<file path="src/rtl/present_round_ctrl.sv">
// present_round_ctrl
//   Control FSM that sequences a PRESENT-80 encryption datapath. It holds no
//   cipher data. It issues the load, round and final-key strobes and the round
//   index that the datapath and key schedule consume. It also handles the
//   valid/ready handshakes on the plaintext and ciphertext sides.
//
//   Parameters
//     NUM_ROUNDS  full rounds before the final key XOR (legal range 1..31)
//     CNT_W       round counter width, 2**CNT_W > NUM_ROUNDS
//
//   Ports
//     clk        in   rising-edge clock
//     rst_n      in   asynchronous active-low reset
//     in_valid   in   plaintext+key valid at datapath inputs
//     in_ready   out  controller can accept a new block (IDLE)
//     abort      in   synchronous abort, returns to IDLE
//     load_en    out  load plaintext/key registers
//     round_en   out  advance state and key registers by one round
//     round_cnt  out  current round index for the key-schedule counter XOR
//     final_en   out  capture state ^ last round key into the output register
//     out_valid  out  ciphertext valid in the output register
//     out_ready  in   consumer accepts ciphertext
//     busy       out  FSM not in IDLE
module present_round_ctrl #(
  parameter int NUM_ROUNDS = 31,
  parameter int CNT_W      = 5
) (
  input  logic             clk,
  input  logic             rst_n,
  input  logic             in_valid,
  output logic             in_ready,
  input  logic             abort,
  output logic             load_en,
  output logic             round_en,
  output logic [CNT_W-1:0] round_cnt,
  output logic             final_en,
  output logic             out_valid,
  input  logic             out_ready,
  output logic             busy
);

  typedef enum logic [1:0] {
    IDLE  = 2'd0,
    ROUND = 2'd1,
    FINAL = 2'd2,
    DONE  = 2'd3
  } state_t;

  localparam logic [CNT_W-1:0] CNT_ZERO = {CNT_W{1'b0}};
  localparam logic [CNT_W-1:0] CNT_ONE  = CNT_W'(1);
  localparam logic [CNT_W-1:0] CNT_LAST = CNT_W'(NUM_ROUNDS);

  state_t           state_r;
  logic [CNT_W-1:0] round_cnt_r;
  logic             out_valid_r;

  // Sequencer: state, round counter and the held out_valid flag.
  always_ff @(posedge clk or negedge rst_n) begin
    if (!rst_n) begin
      state_r     <= IDLE;
      round_cnt_r <= CNT_ZERO;
      out_valid_r <= 1'b0;
    end else if (abort) begin
      // Abort outranks every other transition, including an accept in IDLE.
      state_r     <= IDLE;
      round_cnt_r <= CNT_ZERO;
      out_valid_r <= 1'b0;
    end else begin
      case (state_r)
        IDLE: begin
          if (in_valid) begin
            state_r     <= ROUND;
            round_cnt_r <= CNT_ONE;
          end else begin
            state_r     <= IDLE;
          end
        end
        ROUND: begin
          // The counter saturates at the last round and never wraps.
          if (round_cnt_r < CNT_LAST) begin
            round_cnt_r <= round_cnt_r + CNT_ONE;
          end else begin
            state_r     <= FINAL;
          end
        end
        FINAL: begin
          state_r     <= DONE;
          out_valid_r <= 1'b1;
        end
        DONE: begin
          if (out_ready) begin
            state_r     <= IDLE;
            round_cnt_r <= CNT_ZERO;
            out_valid_r <= 1'b0;
          end else begin
            state_r     <= DONE;
          end
        end
        default: begin
          state_r     <= IDLE;
          round_cnt_r <= CNT_ZERO;
          out_valid_r <= 1'b0;
        end
      endcase
    end
  end

  // Strobe decode from the current state. Abort blanks every strobe in its
  // cycle so the datapath is never disturbed by an aborted step.
  always_comb begin
    load_en  = 1'b0;
    round_en = 1'b0;
    final_en = 1'b0;
    if (abort) begin
      load_en  = 1'b0;
      round_en = 1'b0;
      final_en = 1'b0;
    end else begin
      case (state_r)
        IDLE:    load_en  = in_valid;
        ROUND:   round_en = 1'b1;
        FINAL:   final_en = 1'b1;
        DONE:    load_en  = 1'b0;
        default: load_en  = 1'b0;
      endcase
    end
  end

  // Handshake and status decode. Accepts happen only in IDLE, so no new block
  // can be taken in the same cycle as an output transfer.
  always_comb begin
    in_ready = (state_r == IDLE);
    busy     = (state_r != IDLE);
  end

  assign round_cnt = round_cnt_r;
  assign out_valid = out_valid_r;

endmodule

</file>
<file path="config.mk">
export PLATFORM = sky130hd
export DESIGN_NAME = present_round_ctrl
export DESIGN_NICKNAME = d
export VERILOG_FILES = /design/src/rtl/present_round_ctrl.sv
export SDC_FILE = /design/constraint.sdc
export NUM_CORES = 1
export LEC_CHECK = 0
export CAP_MARGIN = 20
export CORE_MARGIN = 2
export CORE_UTILIZATION = 35
export CTS_CLUSTER_DIAMETER = 30
export CTS_CLUSTER_SIZE = 8
export DETAILED_ROUTE_END_ITERATION = 7
export MAX_ROUTING_LAYER = met4
export PLACE_DENSITY_LB_ADDON = 0.15
export SYNTH_ARGS = -nofsm -noshare
export SYNTH_HDL_FRONTEND = slang
export SYNTH_SLANG_ARGS = --single-unit
export TNS_END_PERCENT = 10
</file>
<file path="constraint.sdc">
create_clock -name clk -period 3 [get_ports clk]
set_input_delay 0.45 -clock clk [delete_from_list [all_inputs] [get_ports clk]]
set_output_delay 0.45 -clock clk [all_outputs]
set_load 0.005 [all_outputs]
</file>
* After elaboration in Yosys (flattened, before gate mapping)
Cells that the tools add are included.
** Word-level totals
- Register bits :: 8
- Output and inout port bits :: 11
- Logic and storage cells :: 37
** Operators by class
- $add $sub $neg :: 1
- $lt $le $gt $ge :: 1
- Equality and inequality tests :: 7
- Multiplexer cells :: 19
- Reductions and logical operators :: 6
** Operators with widths (number)
- $mux 5 :: 4
- $pmux 5 s3 :: 1
- $mux 1 :: 9
- $ne 3x3->1 const B :: 3
- $pmux 2 s4 :: 1
- $mux 2 :: 3
- $add 5x1->5 const B :: 1
- $lt 5x5->1 const B :: 1
- $eq 2x2->1 const B :: 2
- $reduce_and 4->1 :: 1
- $reduce_bool 4->1 :: 1
- $ne 3x2->1 const B :: 1
- $reduce_bool 3->1 :: 1
- $eq 2x1->1 const B :: 1
- $logic_not 2->1 :: 1
- $pmux 1 s2 :: 1
- $reduce_and 2->1 :: 1
- $reduce_bool 2->1 :: 1

* Logic depth before layout (Yosys ltp)
- Word-level depth :: 4
- Gate-level depth with buffers :: 6
- Depth with buffers taken out :: 5

* Worst setup path before layout
Ideal clock, no wire load.
- Path kind :: input-to-reg
- Start point :: in abort
- End point :: reg round_cnt_r[0], in the netlist round_cnt[0]
- Library setup time :: 0.126 ns
- Data arrival time :: 1.308 ns
- Data required time :: 2.874 ns
- Setup slack :: 1.566 ns
- Stages on the path :: 5
- Cell sequence :: clkbuf_1 nor2_1 a21oi_2 nor2_1 a311o_1
** Between the ends
- Word-level cells in the longest chain between the ends :: 2
- Elaborated cells between the ends (all ways) :: 6
- Those cells by class :: eq/ne (3); mux (1); reduce/logical (2)
** RTL lines
- start: declaration :: line 32 : input logic abort,
- $ne 3x3->1 (no source line), or another cell as far along
- $reduce_and 4->1 (no source line)
- end signal: assignment :: line 81 : round_cnt_r <= round_cnt_r + CNT_ONE;
- end: declaration :: line 54 : logic [CNT_W-1:0] round_cnt_r;
Several ways; a longest one is shown, not always the timed one.
A chain may end at the register's enable or synchronous reset.

* Worst setup path after layout
- Start point :: in abort
- End point :: out round_en
** Between the ends
- Word-level cells in the longest chain between the ends :: 1
** RTL lines
- $mux 1 :: line 114 : if (abort) begin
- end: declaration :: line 34 : output logic round_en,
Every way passes these cells.

==> summary.txt <==
commonest non-fill, non-tap cells in the layout: 15 x clkdlybuf4s50_1, 8 x dfrtp_1, 7 x a21oi_1
Min-Delay Path Class: in -> async
#FFs+latches synth: 8
crit path from: abort
Setup-failing EPs final: 0
antenna violations before repair: 0
# resized after CTS: 0
worst reg2reg path startpoint: round_cnt[1]
wire length per cell: 11.6 µm
Worst Path Max Fanout: 8
total grt overflow: 0
Max-slew headroom: 0.737
most common cell after layout, fill and taps aside: clkdlybuf4s50_1
kind of critical path: in -> out
CP Data Required Time: 2.55 ns
final wirelength: 1.00 mm
placed cell count: 83
outcome: completed
Ant. Diodes: 0
Final Cycle Share: 0.796
crit end category: output port
Rows: 13
H-tree levels: 1
LEAKAGE: 0.267 nW
net count after synthesis: 61
area of the multi-input gates: 245 µm²
Worst-Margin Slew: 0.393 ns
Net Sw Frac: 0.237
Reg area: 200 µm²
GRT Total Usage: 0.146
Buffers on Ports: 15
GPL Wtd Cong: 0.762
CTS tree: done
fraction of layout cells with a size suffix above 1: 0.113
CTS Buf Count: 3
# fillers: 123
Hold Vio Cnt, Final: 0
# DRC: 0
die area: 1660 µm²
largest net degree at the start of global routing: 11
first-pass GRT wire length: 1.42 mm
routed via count: 443
Die Ht: 40.7 µm
vias per std cell: 5.15
mapped cell area: 472 µm²
post-layout min period: 2.39 ns
Area Overhead vs Synth: 38.2%
total iterations of the first detailed-routing run: 4
DR iter-0 viols: 12
CTS root buf: clkbuf_4
FMAX: 419 MHz
Reg power frac: 0.499
Core Region: 1280 µm²
Mapped Cells: 55
setup TNS: 0 ns
CTS Sinks: 8
dpl hpwl: 731 µm
Pins Over Slew Limit: 0
Pwr Density: 364 nW/µm²
max_cap viols: 0
IO Count: 16
post-CTS setup buffers: 0
Ys Warns: 0
Worst Clk Skew: 0.00941 ns
RSZ-0062 raised after global routing: false
Initial Util: 0.367
Clock transition at path regs: 0.05 ns
Avg Cell Area, Syn: 8.58 µm²
Max Root-Sink Buffers: 2
clock share of power: 0.326
Power Internal: 0.181 mW
sequential fraction of the synthesis area: 0.424
Worst-Skew Late Latency: 0.25 ns
part of the power in combinational logic: 0.175
Final Net Count: 79
Die X: 40.7 µm
Arrival @ worst endpoint: 1.94 ns
fin cells: 86
Post-CTS Hold Buffers: 0
Post-DRT Antenna Nets: 0
vias in the first global route: 323
Worst setup SP type: input port
Distinct cells, synth: 27
Worst IR Drop VDD: 0.205 mV
Sw Pwr: 0.0564 mW
## path summary, 6_finish.rpt
kind	endpoint	slack, ns	cells after the start
min in group clk	out_valid	0.52	2
min	round_cnt[4]	0.49	1
max	round_en	0.61	5
min reg2reg	out_valid	0.52	2
max reg2reg	state_r[1]	1.56	4
max in group asynchronous	round_cnt[0]	2.22	1
## kinds of logic (layout without fill, tap and decap cells)
family | Yosys count | after routing | synth area share
and+or+nand+nor | 23 | 23 | 0.257
buffers and inverters | 6 | 22 | 0.0557
AOI/OAI and AO/OA | 17 | 17 | 0.236
DFF | 8 | 8 | 0.424
adders and majority gates | 1 | 1 | 0.0265
## synthesized netlist by cell type
library cell  n  area (µm²)
dfrtp_1       8         200
a21oi_1       7        35.0
nand2_1       6        22.5
nor2_1        5        18.8
inv_1         3        11.3
o21ai_0       3        15.0
nand2b_1      2        12.5
nor2b_1       2        12.5
a211oi_1      1        7.51
a21boi_0      1        7.51
a21oi_2       1        8.76
a311o_1       1        10.0
a31o_1        1        8.76
a32o_1        1        10.0
a41oi_1       1        8.76
and3_2        1        7.51
buf_4         1        7.51
clkbuf_1      1        3.75
ha_1          1        12.5
inv_2         1        3.75
nand3_1       1        5.00
nand4_1       1        6.26
nor3_1        1        5.00
nor3b_1       1        7.51
or2_2         1        6.26
or2_4         1        8.76
or3b_1        1        8.76
## routing by layer
| layer | routed length [µm] | vias up | track usage |
|---|---|---|---|
| li1 | - | 229 | - |
| met1 | 536 | 203 | 0.214 |
| met2 | 398 | 9 | 0.159 |
| met3 | 54 | 2 | 0.0489 |
| met4 | 11 | 0 | 0.100 |
| met5 | 0 | - | - |
## power by group through the flow
stage	combinational (mW)	clock, mW	sequential, mW
6_report	0.0416	0.0773	0.118
5_1_grt	0.0462	0.0859	0.119
4_1_cts	0.0419	0.0821	0.119
3_5_place_dp	0.0416	0	0.120
3_3_place_gp	0.0418	0	0.120
2_1_floorplan	0.0182	0	0.119
## critical path, stage by stage
cell             delay (ns)
clkdlybuf4s50_1        0.54
nor2_1                 0.21
nand2_1                0.12
inv_2                  0.12
clkdlybuf4s50_1        0.50
## state kept, by name (all words and copies together), names as in the netlist
name and count:
round_cnt 5, state_r 2, out_valid 1
## cell type report
cell class                      count  share of cell area
Timing Repair Buffer               15               0.230
Tap cell                           15              0.0288
Inverter                            4              0.0230
Sequential cell                     8               0.307
Clock buffer                        3              0.0345
Multi-Input combinational cell     41               0.376
## stage by stage
step / power, mW / setup WS (ns) / cell area (µm²) / hold slack [ns] / utilization
5_1_grt: 0.251 / 0.469 / 652 / 0.511 / 0.507
6_report: 0.237 / 0.611 / 652 / 0.491 / 0.507
3_5_place_dp: 0.162 / 0.608 / 629 / 0.521 / 0.490
3_3_place_gp: 0.162 / 0.630 / 629 / 0.521 / 0.490
4_1_cts: 0.243 / 0.608 / 652 / 0.494 / 0.507
2_1_floorplan: 0.137 / 1.57 / 472 / 0.154 / -
(Power assumes the default switching activity.)
